## src/rtl/tetromino_queue.sv

```systemverilog
// tetromino_queue: next-piece preview queue with a one-per-spawn hold slot.
// Pulls pieces from tetromino_generator one at a time, buffers DEPTH of them,
// serves the active piece on spawn and implements hold/swap.
module tetromino_queue #(
  parameter int DEPTH = 3
) (
  input  logic               Clk,
  input  logic               Reset,
  input  logic [2:0]         gen_idx,
  input  logic               spawn_req,
  input  logic               hold_req,
  output logic               gen_req,
  output logic [2:0]         cur_idx,
  output logic               cur_valid,
  output logic [2:0]         hold_idx,
  output logic               hold_valid,
  output logic               hold_used,
  output logic [3*DEPTH-1:0] next_idx,
  output logic [2:0]         count,
  output logic               ready
);

  typedef enum logic [1:0] {IDLE, REQ, CAP} state_t;

  state_t     state_q, state_d;
  logic [2:0] slot_q [DEPTH];
  logic [2:0] slot_d [DEPTH];
  logic [2:0] count_q, count_d;
  logic [2:0] cur_q, cur_d;
  logic [2:0] hold_q, hold_d;
  logic       curValid_q, curValid_d;
  logic       holdValid_q, holdValid_d;
  logic       holdUsed_q, holdUsed_d;
  logic       genReq_q;
  logic       ready_q;

  logic       spawnAcc, holdAcc, holdPop, pop, capture;
  logic [2:0] genClean;

  // Decode which requests are accepted this cycle; spawn always beats hold.
  always_comb begin
    spawnAcc = spawn_req && (count_q != 3'd0);
    holdAcc  = hold_req && !spawn_req && curValid_q && !holdUsed_q &&
               (holdValid_q || (count_q != 3'd0));
    holdPop  = holdAcc && !holdValid_q;
    pop      = spawnAcc || holdPop;
    capture  = (state_q == CAP);
    genClean = (gen_idx == 3'd7) ? 3'd0 : gen_idx;
  end

  // Next-state datapath: pop/shift first, then land any captured piece after it.
  always_comb begin
    slot_d      = slot_q;
    count_d     = count_q;
    cur_d       = cur_q;
    hold_d      = hold_q;
    curValid_d  = curValid_q;
    holdValid_d = holdValid_q;
    holdUsed_d  = holdUsed_q;

    if (spawnAcc) begin
      cur_d      = slot_q[0];
      curValid_d = 1'b1;
      holdUsed_d = 1'b0;
    end else if (holdAcc) begin
      holdUsed_d = 1'b1;
      if (holdValid_q) begin
        cur_d  = hold_q;
        hold_d = cur_q;
      end else begin
        hold_d      = cur_q;
        holdValid_d = 1'b1;
        cur_d       = slot_q[0];
      end
    end

    if (pop) begin
      for (int k = 0; k < DEPTH - 1; k++) begin
        slot_d[k] = slot_q[k+1];
      end
      slot_d[DEPTH-1] = 3'd0;
      count_d = count_q - 3'd1;
    end

    if (capture) begin
      for (int k = 0; k < DEPTH; k++) begin
        if (count_d == 3'(k)) begin
          slot_d[k] = genClean;
        end
      end
      count_d = count_d + 3'd1;
    end
  end

  // Refill FSM: one generator request in flight at a time.
  always_comb begin
    state_d = state_q;
    case (state_q)
      IDLE:    if (count_q < 3'(DEPTH)) state_d = REQ;
      REQ:     state_d = CAP;
      CAP:     state_d = (count_d < 3'(DEPTH)) ? REQ : IDLE;
      default: state_d = IDLE;
    endcase
  end

  // State and output registers; Reset also discards any capture in progress.
  always_ff @(posedge Clk) begin
    if (Reset) begin
      state_q     <= IDLE;
      count_q     <= 3'd0;
      cur_q       <= 3'd0;
      hold_q      <= 3'd0;
      curValid_q  <= 1'b0;
      holdValid_q <= 1'b0;
      holdUsed_q  <= 1'b0;
      genReq_q    <= 1'b0;
      ready_q     <= 1'b0;
      for (int k = 0; k < DEPTH; k++) begin
        slot_q[k] <= 3'd0;
      end
    end else begin
      state_q     <= state_d;
      count_q     <= count_d;
      cur_q       <= cur_d;
      hold_q      <= hold_d;
      curValid_q  <= curValid_d;
      holdValid_q <= holdValid_d;
      holdUsed_q  <= holdUsed_d;
      genReq_q    <= (state_d == REQ);
      ready_q     <= (count_d != 3'd0);
      for (int k = 0; k < DEPTH; k++) begin
        slot_q[k] <= slot_d[k];
      end
    end
  end

  // Flatten the preview slots for the sidebar renderer.
  always_comb begin
    next_idx = '0;
    for (int k = 0; k < DEPTH; k++) begin
      next_idx[3*k +: 3] = slot_q[k];
    end
  end

  assign gen_req    = genReq_q;
  assign cur_idx    = cur_q;
  assign cur_valid  = curValid_q;
  assign hold_idx   = hold_q;
  assign hold_valid = holdValid_q;
  assign hold_used  = holdUsed_q;
  assign count      = count_q;
  assign ready      = ready_q;

endmodule

```

## config.mk

```make
export PLATFORM = sky130hd
export DESIGN_NAME = tetromino_queue
export DESIGN_NICKNAME = d
export VERILOG_FILES = /design/src/rtl/tetromino_queue.sv
export SDC_FILE = /design/constraint.sdc
export NUM_CORES = 1
export LEC_CHECK = 0
export BUFFER_PORTS_ARGS = -buffer_cell sky130_fd_sc_hd__buf_2
export CAP_MARGIN = 15
export CORE_MARGIN = 1.5
export CORE_UTILIZATION = 49
export DETAILED_ROUTE_END_ITERATION = 7
export PLACE_DENSITY = 0.81
export SKIP_LAST_GASP = 1
export SYNTH_ARGS = -nofsm -noshare
export SYNTH_HDL_FRONTEND = slang
export SYNTH_SLANG_ARGS = --single-unit
```

## constraint.sdc

```tcl
create_clock -name Clk -period 2.25 [get_ports Clk]
set_clock_uncertainty 0.15 [all_clocks]
set_input_delay 0.675 -clock Clk [delete_from_list [all_inputs] [get_ports Clk]]
set_output_delay 0.675 -clock Clk [all_outputs]
set_load 0.01 [all_outputs]
```

After elaboration in Yosys (flattened, before gate mapping)

Index checks and enable logic that the tools add are counted.
Widths: inputs -> output; s select.

Register bits after elaboration: 25
Input port bits: 7
Output and inout port bits: 23
Word-level logic and storage cells: 55

$add $sub $neg: 2
Magnitude comparators: 2
Eq/ne operators: 6
Multiplexer cells: 14
Bitwise gates (word level): 1
Reduce and logical (&&, ||, !) cells: 18

Operators by type and width:

| cell                | number |
|---|---|
| $mux 3              | 9 |
| $mux 9              | 2 |
| $logic_and 1x1->1   | 6 |
| $lt 3x2->1 const B  | 2 |
| $pmux 2 s3          | 1 |
| $reduce_bool 3->1   | 2 |
| $eq 2x1->1 const B  | 2 |
| $add 3x1->3 const B | 1 |
| $eq 3x1->1 const B  | 1 |
| $eq 3x2->1 const B  | 1 |
| $eq 3x3->1 const B  | 1 |
| $logic_not 1->1     | 3 |
| $logic_not 3->1     | 1 |
| $sub 3x1->3 const B | 1 |
| $eq 2x2->1 const B  | 1 |
| $logic_not 2->1     | 1 |
| $logic_or 1x1->1    | 2 |
| $mux 2              | 1 |
| $reduce_and 2->1    | 1 |
| $reduce_bool 2->1   | 1 |
| $reduce_or 2->1     | 1 |
| $mux 1              | 1 |
| $not 1->1           | 1 |

Depth between registers and ports, before layout

Gate-level depths: netlist of run 1.

Depth in word-level cells: 14
Gate-level depth with buffers: 9
Depth with buffers taken out: 7

Worst setup path after synthesis of run 1

Ideal clock, no wire load.

Path type: register to register
Start point: register count_q[1] (netlist: count[1])
End point: register slot_q (netlist bit next_idx[0])
Library setup time: 0.130 ns
Arrival: 2.074 ns
Required time: 1.970 ns
Path slack: -0.105 ns
Cell stages (with the launch flop): 9
Buffers on the path: 1
Period minus slack after synthesis: 2.355 ns
Path through: dfxtp_1 -> clkbuf_1 -> inv_1 -> ha_1 -> ha_1 -> nand2_1 -> a2111o_1 -> a21oi_1 -> o31ai_1

Cells in the longest elaborated chain, start to end: 9
Elaborated cells between the ends (all ways): 12
Classes of those cells: add/sub (1); mux (4); reduce/logical (7)

RTL lines:

| item                                                                | RTL line | text |
|---|---|---|
| start: declaration                                                  | 28       | `logic [2:0] count_q, count_d;` |
| start signal: assignment                                            | 123      | `count_q <= count_d;` |
| parallel branches: the longest is 8 deep, another holds $sub 3x1->3 | n/a      |  |
| $mux 9 (*)                                                          | 85       | `if (capture) begin` |
| end signal: indexed assignment                                      | 132      | `slot_q[k] <= slot_d[k];` |
| end: declaration                                                    | 26       | `logic [2:0] slot_q [DEPTH];` |

Every way passes the cells marked *.
A chain may end at the register's enable or synchronous reset.

Worst setup path in the final report of run 1

Start point: register count_q[1] (netlist: count[1])
End point: register slot_q (netlist bit next_idx[1])

The elaborated chain is that of the path after synthesis.

==> flow_metrics.tcl, run 1 <==
set metrics [dict create \
    avgSynthCellArea_sq_um 8.320 \
    endpoint "next_idx[1]" \
    tns_ps 0 \
    holdBufCountCts 0 \
    portBuffers 29 \
    grt_max_degree 22 \
    max_cap_viol_count 0 \
    cts_setup_buffers 0 \
    root_buffer "clkbuf_4" \
    p_leak_nw 0.7106 \
    antenna_found_initial 0 \
    synth_area_leaders "dfxtp_1, mux2i_1, o21ai_0" \
    clockBufferDepth 2 \
    syn-num-nets 186 \
    initial_utilization 0.5250 \
    setup-violations-final 0 \
    diodes 0 \
    maxSlewHeadroom 0.6152 \
    synthFlopType "dfxtp_1" \
    io-pin-count 30 \
    startpoint "count[1]" \
    clk_pin_slew_worst_paths_ps 140 \
    dr.pass1.iters 4 \
    synthCells 177 \
    dr_total_vias 1448 \
    tightest_slew_ps 576.0 \
    synth_largest_area_cell "dfxtp_1" \
    die_y_um 57.82 \
    grt_pass1_vias 1413 \
    reg2reg_setup_slack_ps 140 \
    coreArea_sq_mm 0.002805 \
    yosysMostFrequentCell "dfxtp_1" \
    die_width_um 57.82 \
    rsz0062_at_grt "no" \
    cts_tree "done" \
    critical_path_class "reg2reg" \
    async_flop_share 0 \
    cp.arrival_ps 2200 \
    grt_overflow_total 0 \
    synth_seq_cells 25 \
    reg2reg_to "next_idx[1]" \
    hold_viol 0 \
    routed_wl_um 3713 \
    postLayoutCoreUtil 0.6142 \
    layout-area-overhead-vs-synth_pct 16.99 \
    vdd_drop_max_uv 617.1 \
    yosys-top-cells-count "dfxtp_1, nand2_1, nor2_1, mux2i_1, o21ai_0" \
    maxSlewViolCount 0 \
    crit_required_ps 2350 \
    h-tree-depth 1 \
    grt_pass1_wl_um 6272 \
    fmax_mhz 474.9 \
    reg2reg_depth 7 \
    gp_congestion 0.8781 \
    cts_buffers 3 \
    clock_latency_ps 330 \
    regArea_sq_um 500.5 \
    ant_nets 0 \
    hpwl_um 2816 \
    final_cells 238 \
    final_nets 217 \
    r2r-start "count[1]" \
    postLayoutCellArea_sq_mm 0.001723 \
    wl_per_cell_um 15.60 \
    final.min_clock_period_ps 2106 \
    power_density_mw_per_mm2 1033 \
    dp.cells 234 \
    nFillCells 266 \
    path_max_fanout 6 \
    synth_seq_area_share 0.3398 \
    multiInputGateArea_sq_um 925.9 \
    netlist.area_leader.share 0.3398 \
    post-route-drc-count 0 \
    yosysUniqueCellTypes 45 \
    hold_class "reg2reg" \
    drive_above_1_share 0.2512 \
    synth_area_sq_mm 0.001473 \
    post-route-period-util 0.9359 \
    routed_via_density 6.084 \
    end_kind "flip-flop" \
    status "complete, no violations" \
    cp-start-kind "flip-flop" \
    first_iter_violations 58 \
    place_area_sq_mm 0.001684 \
    rows 19 \
    power_mw 1.780 \
    synth_edf_count 0 \
    cts_sinks 25 \
    grt_use_total 0.2386 \
    yosys_warnings 0 \
    die-area_sq_mm 0.003343 \
]
area by class of cell:
type,count,area share
Clock inverter,1,0.004357
Multi-Input combinational cell,135,0.5374
Tap cell,31,0.02251
Sequential cell,25,0.2905
Timing Repair Buffer,37,0.1191
Inverter,6,0.01307
Clock buffer,3,0.01307
logic make-up (layout without fill, tap and decap cells):
group                    after synthesis  count (layout)  synth area share
XOR/XNOR                               3               3           0.01785
AND/OR/NAND/NOR                       67              67            0.2490
adder cells (fa/ha/maj)                2               2           0.01699
AO/OA/AOI/OAI                         50              50            0.2396
buffers and inverters                 17              47           0.04842
flip-flops                            25              25            0.3398
multiplexers                          13              13           0.08836
cell usage in the layout, fill, tap and decap left out, types with 3 or more instances in the layout:
cell	count
buf_2	29
dfxtp_1	25
nand2_1	17
nor2_1	16
mux2i_1	13
o21ai_0	13
nand3_1	9
buf_4	8
inv_1	6
a21oi_1	6
nand2b_1	5
o31ai_1	5
a311oi_1	4
nor4_1	3
a211o_1	3
o211a_1	3
nor3b_1	3
clkbuf_4	3
through the flow:
stage	hold WS (ps)	setup slack, ps
final	339.8	144.1
after global routing	363.2	38.23
after CTS	338.7	114.6
after detailed placement	317.7	114.3
after global placement	307.1	145.6
after floorplan	286.7	41.57
worst max-delay path, stage by stage (launching register included):
cell	delay, ps
dfxtp_1	350
inv_1	70
ha_1	210
ha_4	310
nand2_1	90
a2111o_1	440
a211o_1	320
o31ai_1	70
worst min path at each step:
stage               startpoint          to  slack (ps)  cells after the start
global placement    state_q[1]  state_q[1]         310                      1
finish              state_q[1]  state_q[1]         340                      1
floorplan           state_q[1]  state_q[1]         290                      1
global route        state_q[1]  state_q[1]         360                      1
detailed placement  state_q[1]  state_q[1]         320                      1
CTS                 state_q[1]  state_q[1]         340                      1
layer usage:
metal	wire [um]	global-route usage	share of wire	vias up
li1	-	-	-	716
met1	1627	0.2983	0.44	685
met2	1884	0.4075	0.51	42
met3	156	0.03348	0.042	5
met4	45	0.1063	0.012	0
met5	0	0	0	-
power by group:
part           internal [mW]  switching (mW)
sequential             0.525          0.0577
combinational          0.415           0.574
clock                 0.0681           0.140
registers in the layout, summed over array words and instances, names as in the netlist:
register	count
hold_used	1
count	3
cur_idx	3
next_idx	9
hold_valid	1
hold_idx	3
state_q	2
cur_valid	1
gen_req	1
ready	1
what timing repair did:
action,CTS,global route
endpoints found under the hold margin,0,0
resized for setup,0,1
endpoints found under the setup margin,0,3
No activity file was read; power rests on OpenSTA's default activity.
==> run 2, diff against run 1 <==
--- a/config.mk
+++ b/config.mk
@@ -7,7 +7,8 @@
 export LEC_CHECK = 0
 export BUFFER_PORTS_ARGS = -buffer_cell sky130_fd_sc_hd__buf_2
 export CAP_MARGIN = 15
-export CORE_MARGIN = 1.5
+export CORE_ASPECT_RATIO = 0.6
+export CORE_MARGIN = 3
 export CORE_UTILIZATION = 49
 export DETAILED_ROUTE_END_ITERATION = 7
 export PLACE_DENSITY = 0.81
==> flow_metrics.tcl, run 2 (same netlist as run 1, synthesis figures left out) <==
set metrics [dict create \
    status "complete, no violations" \
    maxSlewViolCount 0 \
    grt_use_total 0.2185 \
    reg2reg_depth 7 \
    path_max_fanout 6 \
    tightest_slew_ps 627.4 \
    cp-start-kind "flip-flop" \
    cts_buffers 3 \
    cts_setup_buffers 0 \
    multiInputGateArea_sq_um 925.9 \
    die_y_um 48.47 \
    grt_pass1_wl_um 6610 \
    drive_above_1_share 0.2548 \
    crit_required_ps 2290 \
    final_nets 218 \
    nFillCells 239 \
    cts_sinks 25 \
    layout-area-overhead-vs-synth_pct 19.54 \
    final.min_clock_period_ps 2131 \
    layout_common_cells "buf_2, dfxtp_1, nand2_1, nor2_1" \
    h-tree-depth 1 \
    critical_path_class "reg2reg" \
    routed_via_density 5.895 \
    post-route-period-util 0.9472 \
    grt_pass1_vias 1382 \
    min_to "state_q[1]" \
    met2_length_um 1759 \
    ant_nets 0 \
    hold_path_startpoint "state_q[1]" \
    first_iter_violations 163 \
    cp.arrival_ps 2170 \
    grt_overflow_total 0 \
    hpwl_um 2978 \
    dr_total_vias 1462 \
    largest_reg_flops 9 \
    end_kind "flip-flop" \
    reg2reg_setup_slack_ps 120 \
    clk_pin_slew_worst_paths_ps 100 \
    power_density_mw_per_mm2 1062 \
    place_area_sq_mm 0.001703 \
    coreArea_sq_mm 0.002680 \
    p_leak_nw 0.7232 \
    r2r-start "count[0]" \
    io-pin-count 30 \
    max_cap_viol_count 0 \
    root_buffer "clkbuf_8" \
    regArea_sq_um 500.5 \
    hold_viol 0 \
    diodes 0 \
    postLayoutCoreUtil 0.6569 \
    gp_congestion 0.8964 \
    setup-violations-final 0 \
    dr.pass1.iters 4 \
    die-area_sq_mm 0.003721 \
    tns_ps 0 \
    portBuffers 29 \
    whs_path_depth 1 \
    postLayoutCellArea_sq_mm 0.001760 \
    wl_met3_um 359 \
    antenna_found_initial 0 \
    fmax_mhz 469.2 \
    rsz0062_at_grt "no" \
    initial_utilization 0.5495 \
    clock_latency_ps 270 \
    top_layer_used "met4" \
    cts_tree "done" \
    layout_commonest_cell "buf_2" \
    post-route-drc-count 0 \
    wl_per_cell_um 16.00 \
    maxSlewHeadroom 0.5809 \
    vdd_drop_max_uv 517.1 \
    die_width_um 76.78 \
    rows 14 \
    hold_class "reg2reg" \
    reg2reg_to "next_idx[2]" \
    met1_length_um 1835 \
    holdWs_ps 317.0 \
    routed_wl_um 3967 \
    grt_max_degree 18 \
    clockBufferDepth 2 \
]
==> run 2: changes by cell type in the layout (fill, tap and decap cells not counted) <==
cell | previous run | this run
clkbuf_8 | 0 | 3
clkbuf_4 | 3 | 0
buf_4 | 8 | 9
==> run 2: cell type report <==
type,instances,share of cell area
multi-input cells,135,0.5259
flip-flops and latches,25,0.2843
repair buffers,38,0.1208
well taps,40,0.02843
clock buffers,3,0.02345
inverters,6,0.01279
clock inverters,1,0.004264
==> run 2: timing repair <==
item | CTS | global route
gates resized for setup | 0 | 1
hold buffers | 0 | 0
endpoints found under the setup margin | 0 | 1
==> run 2: worst max-delay path by stage <==
stage | end | slack (ps) | from
floorplan | next_idx[0] | 40 | count[1]
detailed placement | next_idx[2] | 120 | hold_req
global placement | count[2] | 130 | hold_req
CTS | next_idx[2] | 130 | count[0]
finish | next_idx[2] | 120 | count[0]
global route | next_idx[1] | 20 | count[0]
==> run 2: report_power, final <==
group / switching (mW) / leakage (nW) / internal [mW]
registers: 0.0584 / 0.204 / 0.526
clock network: 0.156 / 0.0217 / 0.126
logic: 0.587 / 0.498 / 0.417
==> run 2: stage by stage <==
stage / power (mW) / setup WS (ps) / instances
2_1_floorplan: 1.291 / 41.57 / 177
3_3_place_gp: 1.542 / 128.5 / 244
3_5_place_dp: 1.571 / 124.5 / 244
4_1_cts: 1.845 / 125.1 / 248
5_1_grt: 1.998 / 24.95 / 248
6_report: 1.870 / 118.8 / 248
==> run 2: critical path, stage by stage, from the launching register on <==
cell and delay [ps]:
dfxtp_1 340, inv_1 60, ha_1 220, ha_4 320, nand2_1 80, a2111o_1 490, a211o_1 320, o31ai_1 70
==> run 2: per-layer routing <==
metal  up-vias  GRT usage
met5         -          0
met2        69     0.3439
li1        718          -
met3         2    0.06481
met1       673     0.3009
met4         0    0.03614
==> run 3, diff against run 2 <==
--- a/config.mk
+++ b/config.mk
@@ -5,13 +5,15 @@
 export SDC_FILE = /design/constraint.sdc
 export NUM_CORES = 1
 export LEC_CHECK = 0
+export ABC_AREA = 1
 export BUFFER_PORTS_ARGS = -buffer_cell sky130_fd_sc_hd__buf_2
 export CAP_MARGIN = 15
 export CORE_ASPECT_RATIO = 0.6
 export CORE_MARGIN = 3
-export CORE_UTILIZATION = 49
+export CORE_UTILIZATION = 47
+export CTS_CLUSTER_DIAMETER = 100
 export DETAILED_ROUTE_END_ITERATION = 7
-export PLACE_DENSITY = 0.81
+export PLACE_DENSITY = 0.8
 export SKIP_LAST_GASP = 1
 export SYNTH_ARGS = -nofsm -noshare
 export SYNTH_HDL_FRONTEND = slang
==> constraint.sdc (replaced) <==
create_clock -name Clk -period 1.71 [get_ports Clk]
set_clock_uncertainty 0.15 [all_clocks]
set_input_delay 0.513 -clock Clk [delete_from_list [all_inputs] [get_ports Clk]]
set_output_delay 0.513 -clock Clk [all_outputs]
set_load 0.01 [all_outputs]
==> flow_metrics.tcl, run 3 <==
set metrics [dict create \
    status "finished with violations" \
    violations "setup timing" \
    grt_pass1_vias 1241 \
    dr_total_vias 1487 \
    syn-num-nets 199 \
    root_buffer "clkbuf_8" \
    slowest_stage "dfxtp_4" \
    layout_commonest_cell "nand2_1" \
    yosys.area_share.xor_xnor 0.006849 \
    synth_mux_area_frac 0 \
    synth_area_leaders "dfxtp_1, nand2_1, inv_1" \
    avgSynthCellArea_sq_um 6.730 \
    grt_pass1_wl_um 5506 \
    fin_ws_ps -389.5 \
    h-tree-depth 1 \
    routed_wl_um 4216 \
    fmax_mhz 476.3 \
    post-route-period-util 1.228 \
    p_leak_nw 0.9177 \
    async_flop_share 0 \
    synth_edf_count 0 \
    synth_area_sq_mm 0.001279 \
    hold_class "reg2reg" \
    clk_pin_slew_worst_paths_ps 80 \
    antenna_found_initial 0 \
    wl_per_cell_um 15.33 \
    maxSlewHeadroom 0.7385 \
    clockBufferDepth 2 \
    synthCells 190 \
    cp-start-kind "flip-flop" \
    synth_largest_area_cell "dfxtp_1" \
    post-route-drc-count 0 \
    cts_sinks 25 \
    grt_overflow_total 0 \
    cts_buffers 3 \
    nFillCells 140 \
    yosys-top-cells-count "nand2_1, inv_1, nor2_1, dfxtp_1, nand3_1" \
    die_y_um 46.41 \
    setup-violations-final 17 \
    postLayoutCoreUtil 0.7910 \
    gp_congestion 0.8222 \
    layout_common_cells "nand2_1, buf_2, inv_1, nor2_1, dfxtp_1" \
    coreArea_sq_mm 0.002359 \
    dp.cells 265 \
    hold_viol 0 \
    crit_required_ps 1730 \
    synth_compound_area_frac 0.1164 \
    yosysMostFrequentCell "nand2_1" \
    netlist.area_leader.share 0.3914 \
    drive_above_1_share 0.3918 \
    synth_seq_cells 25 \
    startpoint "count[0]" \
    cp.arrival_ps 2110 \
    grt_use_total 0.2177 \
    power_density_mw_per_mm2 1749 \
    rows 13 \
    synth_top_family_by_area "simple AND/OR/NAND/NOR gates" \
    rsz0062_at_grt "yes" \
    tightest_slew_ps 392.3 \
    critical-path-max-stage-delay_ps 370 \
    layout-area-overhead-vs-synth_pct 45.89 \
    synth_seq_area_share 0.3914 \
    max_cap_viol_count 0 \
    portBuffers 29 \
    yosysUniqueCellTypes 24 \
    place_ws_ps -406.2 \
    cp_cell_sequence "inv_4 > ha_4 > ha_4 > inv_4 > nand4_1 > nand3_2 > nand2_4 > buf_6 > buf_4 > nand3_4 > nand2_1 > nand2_1 > nor2_1" \
    clock_latency_ps 270 \
    synthFlopType "dfxtp_1" \
    diodes 0 \
    initial_utilization 0.5422 \
    final_cells 275 \
    maxSlewViolCount 0 \
    place_area_sq_mm 0.001674 \
    crit_buf_inv 4 \
    first_iter_violations 122 \
    grt_max_degree 14 \
    end_kind "flip-flop" \
    postLayoutCellArea_sq_mm 0.001866 \
    io-pin-count 30 \
    path_max_fanout 6 \
    die_width_um 73.34 \
    power_mw 3.262 \
    cts_tree "done" \
    final_nets 255 \
    holdBufCountCts 0 \
    critical_path_class "reg2reg" \
    dr.pass1.iters 5 \
    synthAdderAreaFrac 0.01957 \
    holdWs_ps 283.4 \
    largest_reg_flops 9 \
    hpwl_um 2631 \
    tns_ps -4553 \
    hold_path_startpoint "state_q[1]" \
    vdd_drop_max_uv 950.1 \
    final.min_clock_period_ps 2100 \
    ant_nets 0 \
    die-area_sq_mm 0.003403 \
    path_delay_family "simple AND/OR/NAND/NOR gates" \
    synth-simple-area-share 0.3513 \
    routed_via_density 5.407 \
    yosys_warnings 0 \
    r2r-start "count[0]" \
]
## run 3: per-layer routing
metal  GRT usage  vias up  share of wire
li1            -      704              -
met1      0.2850      656           0.42
met2      0.3641      102           0.44
met3     0.05229       25          0.094
met4     0.05776        0          0.047
met5           0        -              0
## run 3: final cells by class
| class | count | area [sq um] | share of cell area |
|---|---|---|---|
| clock buffers | 4 | 45.04 | 0.02414 |
| inverters | 34 | 132.6 | 0.07109 |
| multi-input cells | 128 | 792.0 | 0.4245 |
| flip-flops and latches | 25 | 505.5 | 0.2710 |
| well taps | 30 | 37.54 | 0.02012 |
| repair buffers | 54 | 352.8 | 0.1891 |
## run 3: path summary, 6_finish.rpt
check                     end  slack [ps]  cells after the start
setup reg to reg  next_idx[1]        -390                     13
hold reg to reg    state_q[1]         280                      1
hold / removal     state_q[1]         280                      1
setup / recovery  next_idx[1]        -390                     13
## run 3: power breakdown
part	internal (mW)	total [mW]	switching, mW
clock	0.167	0.350	0.183
sequential	0.730	0.821	0.0914
combinational	0.874	2.09	1.22
total	1.77	3.26	1.49
## run 3: kinds of logic (layout without fill, tap and decap cells)
kind of cell	Yosys count	in the layout
AND/OR/NAND/NOR	98	98
buffers and inverters	37	92
AO/OA/AOI/OAI	27	27
flip-flops	25	25
adder cells (fa/ha/maj)	2	2
XOR/XNOR	1	1
## run 3: what timing repair did
action	in CTS	in global routing
setup endpoints to repair	15	15
endpoints found under the hold margin	0	0
setup buffers	2	4
pin swaps	9	15
gates resized for setup	6	18
